File: config.mk
export PLATFORM = sky130hd
export DESIGN_NAME = serial_addsub
export DESIGN_NICKNAME = d
export VERILOG_FILES = /design/src/rtl/serial_addsub.sv
export SDC_FILE = /design/constraint.sdc
export NUM_CORES = 1
export LEC_CHECK = 0
export BUFFER_PORTS_ARGS = -buffer_cell sky130_fd_sc_hd__clkbuf_2
export CORE_AREA = 2 2 72 74
export CTS_BUF_LIST = sky130_fd_sc_hd__clkbuf_16
export CTS_CLUSTER_DIAMETER = 200
export DETAILED_ROUTE_END_ITERATION = 7
export DIE_AREA = 0 0 74 76
export GPL_TIMING_DRIVEN = 0
export PLACE_DENSITY_LB_ADDON = 0.15
export SYNTH_ARGS = -nofsm -noshare
export SYNTH_HDL_FRONTEND = slang
export SYNTH_SLANG_ARGS = --single-unit
File: constraint.sdc
create_clock -name clk -period 1.4 [get_ports clk]
set_input_delay 0.42 -clock clk [delete_from_list [all_inputs] [get_ports clk]]
set_output_delay 0.42 -clock clk [all_outputs]
set_load 0.1 [all_outputs]
File: src/rtl/serial_addsub.sv
// Bit-serial adder/subtractor: one full-adder slice plus a carry flop, LSB first,
// parallel operands in and a parallel WIDTH+1 result out over valid/ready handshakes.
module serial_addsub #(
    parameter int WIDTH  = 8,
    parameter bit SIGNED = 1'b0
) (
    input  logic             clk,
    input  logic             rst,
    input  logic             in_valid,
    output logic             in_ready,
    input  logic             sub,
    input  logic [WIDTH-1:0] a,
    input  logic [WIDTH-1:0] b,
    output logic             out_valid,
    input  logic             out_ready,
    output logic [WIDTH:0]   y
);

    localparam int CW = (WIDTH > 2) ? $clog2(WIDTH) : 1;

    typedef enum logic [1:0] {
        IDLE = 2'd0,
        RUN  = 2'd1,
        DONE = 2'd2
    } state_t;

    function automatic logic fa_sum(input logic x, input logic z, input logic c);
        return x ^ z ^ c;
    endfunction

    function automatic logic fa_maj(input logic x, input logic z, input logic c);
        return (x & z) | (x & c) | (z & c);
    endfunction

    state_t           state_q, state_d;
    logic [WIDTH-1:0] sa_q, sa_d;
    logic [WIDTH-1:0] sb_q, sb_d;
    logic             carry_q, carry_d;
    logic [CW-1:0]    cnt_q, cnt_d;
    logic             a_msb_q, a_msb_d;
    logic             b_msb_q, b_msb_d;
    logic [WIDTH:0]   y_q, y_d;
    logic             out_valid_q, out_valid_d;
    logic             in_ready_q, in_ready_d;
    logic             bit_s;
    logic             bit_c;

    // Next-state and datapath: one FA slice consumes the LSBs of the shifters each RUN cycle.
    always_comb begin
        state_d     = state_q;
        sa_d        = sa_q;
        sb_d        = sb_q;
        carry_d     = carry_q;
        cnt_d       = cnt_q;
        a_msb_d     = a_msb_q;
        b_msb_d     = b_msb_q;
        y_d         = y_q;
        out_valid_d = out_valid_q;
        in_ready_d  = in_ready_q;
        bit_s       = fa_sum(sa_q[0], sb_q[0], carry_q);
        bit_c       = fa_maj(sa_q[0], sb_q[0], carry_q);

        case (state_q)
            IDLE: begin
                if (in_valid) begin
                    // Subtraction is a + ~b + 1: invert B here and seed the carry with sub.
                    sa_d       = a;
                    sb_d       = sub ? ~b : b;
                    carry_d    = sub;
                    cnt_d      = '0;
                    a_msb_d    = a[WIDTH-1];
                    b_msb_d    = sub ? ~b[WIDTH-1] : b[WIDTH-1];
                    state_d    = RUN;
                    in_ready_d = 1'b0;
                end else begin
                    in_ready_d = 1'b1;
                end
            end
            RUN: begin
                sa_d             = {1'b0, sa_q[WIDTH-1:1]};
                sb_d             = {1'b0, sb_q[WIDTH-1:1]};
                carry_d          = bit_c;
                cnt_d            = cnt_q + {{(CW-1){1'b0}}, 1'b1};
                y_d[WIDTH-1:0]   = {bit_s, y_q[WIDTH-1:1]};
                if (cnt_q == CW'(WIDTH - 1)) begin
                    // Signed MSB is the sum bit of a sign-extended extra slice.
                    y_d[WIDTH]  = SIGNED ? (a_msb_q ^ b_msb_q ^ bit_c) : bit_c;
                    state_d     = DONE;
                    out_valid_d = 1'b1;
                end else begin
                    state_d     = RUN;
                end
            end
            DONE: begin
                if (out_ready) begin
                    out_valid_d = 1'b0;
                    state_d     = IDLE;
                    in_ready_d  = 1'b1;
                end else begin
                    out_valid_d = 1'b1;
                end
            end
            default: begin
                state_d     = IDLE;
                out_valid_d = 1'b0;
                in_ready_d  = 1'b1;
            end
        endcase
    end

    // State register with asynchronous abort of any operation in flight.
    always_ff @(posedge clk or posedge rst) begin
        if (rst) begin
            state_q     <= IDLE;
            sa_q        <= '0;
            sb_q        <= '0;
            carry_q     <= 1'b0;
            cnt_q       <= '0;
            a_msb_q     <= 1'b0;
            b_msb_q     <= 1'b0;
            y_q         <= '0;
            out_valid_q <= 1'b0;
            in_ready_q  <= 1'b1;
        end else begin
            state_q     <= state_d;
            sa_q        <= sa_d;
            sb_q        <= sb_d;
            carry_q     <= carry_d;
            cnt_q       <= cnt_d;
            a_msb_q     <= a_msb_d;
            b_msb_q     <= b_msb_d;
            y_q         <= y_d;
            out_valid_q <= out_valid_d;
            in_ready_q  <= in_ready_d;
        end
    end

    assign in_ready  = in_ready_q;
    assign out_valid = out_valid_q;
    assign y         = y_q;

endmodule

Word level (Yosys, flattened, before mapping)
Index checks and enable logic that the tools add are counted.
{"block": "word_totals", "inputBits": 21, "wordCells": 52, "output_inout_bits": 11, "register_bits": 33}
{"block": "op_classes", "n_eq_ne": 6, "mux": 19, "n_bitwise": 10, "reduce_logical": 7, "addsub": 1}
{"operator": "one-hot mux 8 bit (2 select lines)", "count": 2}
{"operator": "2-to-1 mux 8 bit", "count": 3}
{"operator": "AND reduction 2 bit", "count": 5}
{"operator": "NOT 8 bit", "count": 1}
{"operator": "2-to-1 mux 2 bit", "count": 3}
{"operator": "inequality test 2 bit, second input constant", "count": 3}
{"operator": "one-hot mux 1 bit (3 select lines)", "count": 2}
{"operator": "one-hot mux 2 bit (3 select lines)", "count": 1}
{"operator": "one-hot mux 3 bit (2 select lines)", "count": 1}
{"operator": "2-to-1 mux 1 bit", "count": 5}
{"operator": "adder 3 x 1 -> 3 bit, second input constant", "count": 1}
{"operator": "AND 1 bit", "count": 3}
{"operator": "== test 3 bit, second input constant", "count": 1}
{"operator": "2-to-1 mux 3 bit", "count": 1}
{"operator": "== test 2 x 1 -> 1 bit, second input constant", "count": 1}
{"operator": "== test 2 bit, second input constant", "count": 1}
{"operator": "zero test 2 bit", "count": 1}
{"operator": "NOT 1 bit", "count": 2}
{"operator": "OR 1 bit", "count": 2}
{"operator": "one-hot mux 1 bit (2 select lines)", "count": 1}
{"operator": "nonzero test 2 bit", "count": 1}
{"operator": "XOR 1 bit", "count": 2}

Longest topological paths before layout
{"block": "logic_depth", "ltp_word": 4, "depth_mapped": 7}

Worst setup path after synthesis
OpenSTA, ideal clock, no wires.
{"block": "synth_timing", "kind": "register -> register", "from": "register state_q[0]", "to": "register sa_q[4]", "stages_incl_launch_ff": 7, "path_slack_ns": -0.025, "setup_ns": 0.126, "t_arrival_ns": 1.299, "path_buffers": 2, "path_cell_list": "dfrtp_1 -> inv_1 -> ha_1 -> buf_6 -> mux2i_4 -> buf_4 -> o21ai_0"}
{"block": "synth_between", "elab_chain_len": 3, "elab_cells_between_ends": 6, "classes_between": "eq/ne: 2; mux: 1; reduce/logical: 3"}
{"item": "from (decl)", "line_no": "35", "text": "state_t state_q, state_d;"}
{"item": "from (signal assigned)", "line_no": "125", "text": "state_q <= state_d;"}
{"item": "== test 2 x 1 -> 1 bit / zero test 2 bit (equally long branches)", "line_no": "63", "text": "case (state_q)"}
{"item": "nonzero test 2 bit (no source line) / inequality test 2 bit (equally long branches)"}
{"item": "AND reduction 2 bit (no source line)"}
{"item": "to (signal assigned)", "line_no": "115", "text": "sa_q <= '0;"}
{"item": "to (signal assigned)", "line_no": "126", "text": "sa_q <= sa_d;"}
{"item": "to (decl)", "line_no": "36", "text": "logic [WIDTH-1:0] sa_q, sa_d;"}
Several ways; a longest one is shown, not always the timed one.
A chain may end at the register's enable or synchronous reset.

Worst setup path in the final report
{"block": "layout_timing", "from": "register state_q[1]", "to": "register sa_q[0]"}
The elaborated chain is that of the path after synthesis.

==> impl_results.md <==
* Status: finished with violations
* Failing checks: setup timing
* Area leader, netlist: dfrtp_1
* Via count at 1234
* Post-Route WL at 3620 um
* Worst-path cell chain: inv_2 > ha_4 > mux2i_4 > buf_12 > buf_8 > nand2_2 > o21ai_1
* All-layer global routing usage at 14.3%
* # hold bufs at CTS at 0
* Core area at 4910 um2
* Width of the die at 74 um
* CP delay by family, top: buffers and inverters
* Critical Path AT at 1.63 ns
* First-pass GRT wire length at 6130 um
* Hold Crit Class: in2async
* CTS tree: done
* Syn Std Cell Area at 1640 um2
* Yosys cell types at 27
* Worst reg2reg path depth at 7
* Seq/Total Area, Yosys at 50.5%
* Period utilization at 102%
* Antenna violations before repair at 0
* Fin. Hold Viols at 0
* Setup crit start: state_q[1]$_DFFE_PP0P_
* Synth warn at 0
* Slew margin rel. at 53.0%
* Io pins at 32
* Critical Path RT at 1.60 ns
* ANT nets after route at 0
* NumNets Final at 220
* Worst setup path end: sa_q[0]$_DFFE_PP0P_
* Crit path largest cell delay at 0.38 ns
* Worst Path Max Fanout at 8
* Clock slew at reported path FFs at 0.05 ns
* Vias in the first global route at 1269
* GRT overflow at 0
* R2R Path End: sa_q[0]$_DFFE_PP0P_
* Clk root buf: clkbuf_16
* Most common cell in the synthesized netlist: dfrtp_1
* Synth Flop Type: dfrtp_1
* DRC Markers at 0
* Routed wire per std cell at 13.7 um
* Startpoint types: register
* WHS at 0.251 ns
* HPWL Detailed at 2220 um
* FILL cells at 459
* Initial DRC count at 45
* WP depth at 7
* Post-synth top area share at 48.9%
* Largest net degree at the start of global routing at 34
* Post-synth top cells: dfrtp_1 (32), nand2_1 (22), mux2i_1 (16), o21ai_0 (15), mux2_2 (9)
* Non-filler cells, final at 264
* H-tree depth at 2
* Post-synth EDFFs at 0
* CTS Buffer Depth at 2
* Layout area overhead at 48.6%
* Clock skew at 0.00431 ns
* RSZ-0062 raised after global routing: yes
* DP Cell Count at 242
* Syn Inst Count at 142
* Chip Height at 76 um
* Max Slew Vio Count at 0
* Number of CTS-inserted buffers at 5
* Mean area per synthesized cell at 11.5 um2
* Syn_nets at 169
* Max Fclk at 0.699 GHz
* Largest cells by area after synthesis: dfrtp_1 (49%), mux2i_1 (9.8%), mux2_2 (6.2%), nand2_1 (5.0%), o21ai_0 (4.6%)
* Fin area at 2440 um2
* Yosys reg bits at 33
* CP endpoint kind: register
* RR Startpoint: state_q[1]$_DFFE_PP0P_
* Dpl ws at -0.277 ns
* Final Critical Period at 1.43 ns
* Initial core utilization at 33.4%
* Ant. Diodes at 0
* RePlAce Congestion at 0.717
* Share of cells above drive strength 1 at 58.8%
* Die area at 5620 um2
* I/O Buffers at 30
* Via density at 4.67
* Slowest-stage cell, CP: dfrtp_1
* Placed cell areas at 1880 um2
* Slew @ Worst Pin at 0.704 ns
* Final setup violation count at 6
* Row count at 26
* Worst setup path class: reg2reg
* Asr flop ratio synth at 100%
* Sink Count at 33
* Clock latency on the worst-skew pair at 0.27 ns
* Max-cap viol count at 0
* Reg2Reg Setup Slack at -0.03 ns
* Worst path bufs/invs at 3
* Worst Slack Setup Final at -0.0298 ns
* Pre-antenna DRT Iters at 7
==> worst reg2reg max path: cells and delay by family, from the launching register on <==
| kind | cells | cell delay [ns] |
|---|---|---|
| buf+inv | 3 | 0.41 |
| flops | 1 | 0.38 |
| mux | 1 | 0.25 |
| fa+ha+maj | 1 | 0.18 |
| compound gates | 1 | 0.08 |
| simple gates | 1 | 0.05 |
==> per-layer routing <==
layer | wire length, um | global-route usage [%] | vias to the layer above
li1 | - | - | 590
met2 | 1840 | 22.7 | 22
met4 | 49 | 6.00 | 0
met5 | 0 | 0 | -
met3 | 103 | 3.04 | 4
met1 | 1630 | 18.6 | 618
==> stage by stage <==
step / util [%] / setup TNS, ns
2_1_floorplan: - / -0.0479
3_3_place_gp: 38.3 / -8.73
3_5_place_dp: 38.3 / -12.14
4_1_cts: 48.3 / -0.766
5_1_grt: 49.6 / -1.73
6_report: 49.6 / -0.0832
==> worst min path at each step <==
stage                                    from                  end  slack, ns  depth (start not counted)
after global routing                      rst     y[5]$_DFFE_PP0N_       0.32                          2
final                                     rst  sa_q[0]$_DFFE_PP0P_       0.25                          2
after CTS                                a[3]  sa_q[3]$_DFFE_PP0P_       0.44                          3
after global placement    sb_q[5]$_DFFE_PP0P_  sb_q[5]$_DFFE_PP0P_       0.46                          2
after floorplan           sb_q[7]$_DFFE_PP0P_  sb_q[7]$_DFFE_PP0P_       0.45                          2
after detailed placement  sa_q[2]$_DFFE_PP0P_  sa_q[2]$_DFFE_PP0P_       0.47                          2
==> placed cells by master (no fill, tap or decap), types with 6 or more instances in the layout <==
| cell type | synthesis | layout |
|---|---|---|
| mux2_2 | 9 | 7 |
| o21ai_2 | 0 | 12 |
| clkbuf_16 | 0 | 7 |
| buf_4 | 2 | 17 |
| clkbuf_2 | 0 | 19 |
| nand2_2 | 0 | 15 |
| dfrtp_1 | 32 | 32 |
| mux2i_1 | 16 | 12 |
| nand2_1 | 22 | 6 |
| xor2_1 | 7 | 7 |
| buf_8 | 0 | 7 |
==> what timing repair did <==
item / in CTS / in global routing
pin swaps: 22 / 4
setup buffers: 12 / 1
gates cloned: 3 / 0
endpoints found under the setup margin: 38 / 39
resized for setup: 77 / 30
==> cell families after synthesis <==
| group | Yosys count | synth area share [%] |
|---|---|---|
| simple gates | 31 | 8.32 |
| fa+ha+maj | 6 | 5.04 |
| mux | 26 | 17.3 |
| buf+inv | 12 | 5.04 |
| compound gates | 26 | 9.54 |
| flops | 33 | 50.5 |
| xor+xnor | 8 | 4.27 |
==> area by class of cell <==
cell class	instances	area [um2]	share of cell area, %
well taps	70	87.6	3.60
clock buffers	5	125	5.14
plain buffers	7	110	4.52
multi-input cells	97	900	36.9
clock inverters	3	13.8	0.565
flip-flops and latches	33	827	33.9
repair buffers	46	362	14.8
inverters	3	11.3	0.462
==> state kept, by name, indices dropped and copies added, names as in the netlist <==
signal     flops
state_q        2
sb_q           8
in_ready       1
y              9
cnt_q          3
out_valid      1
carry_q        1
sa_q           8
Power is not shown: default switching activity piles up to over one toggle a cycle in this logic, so the estimate is an artifact.
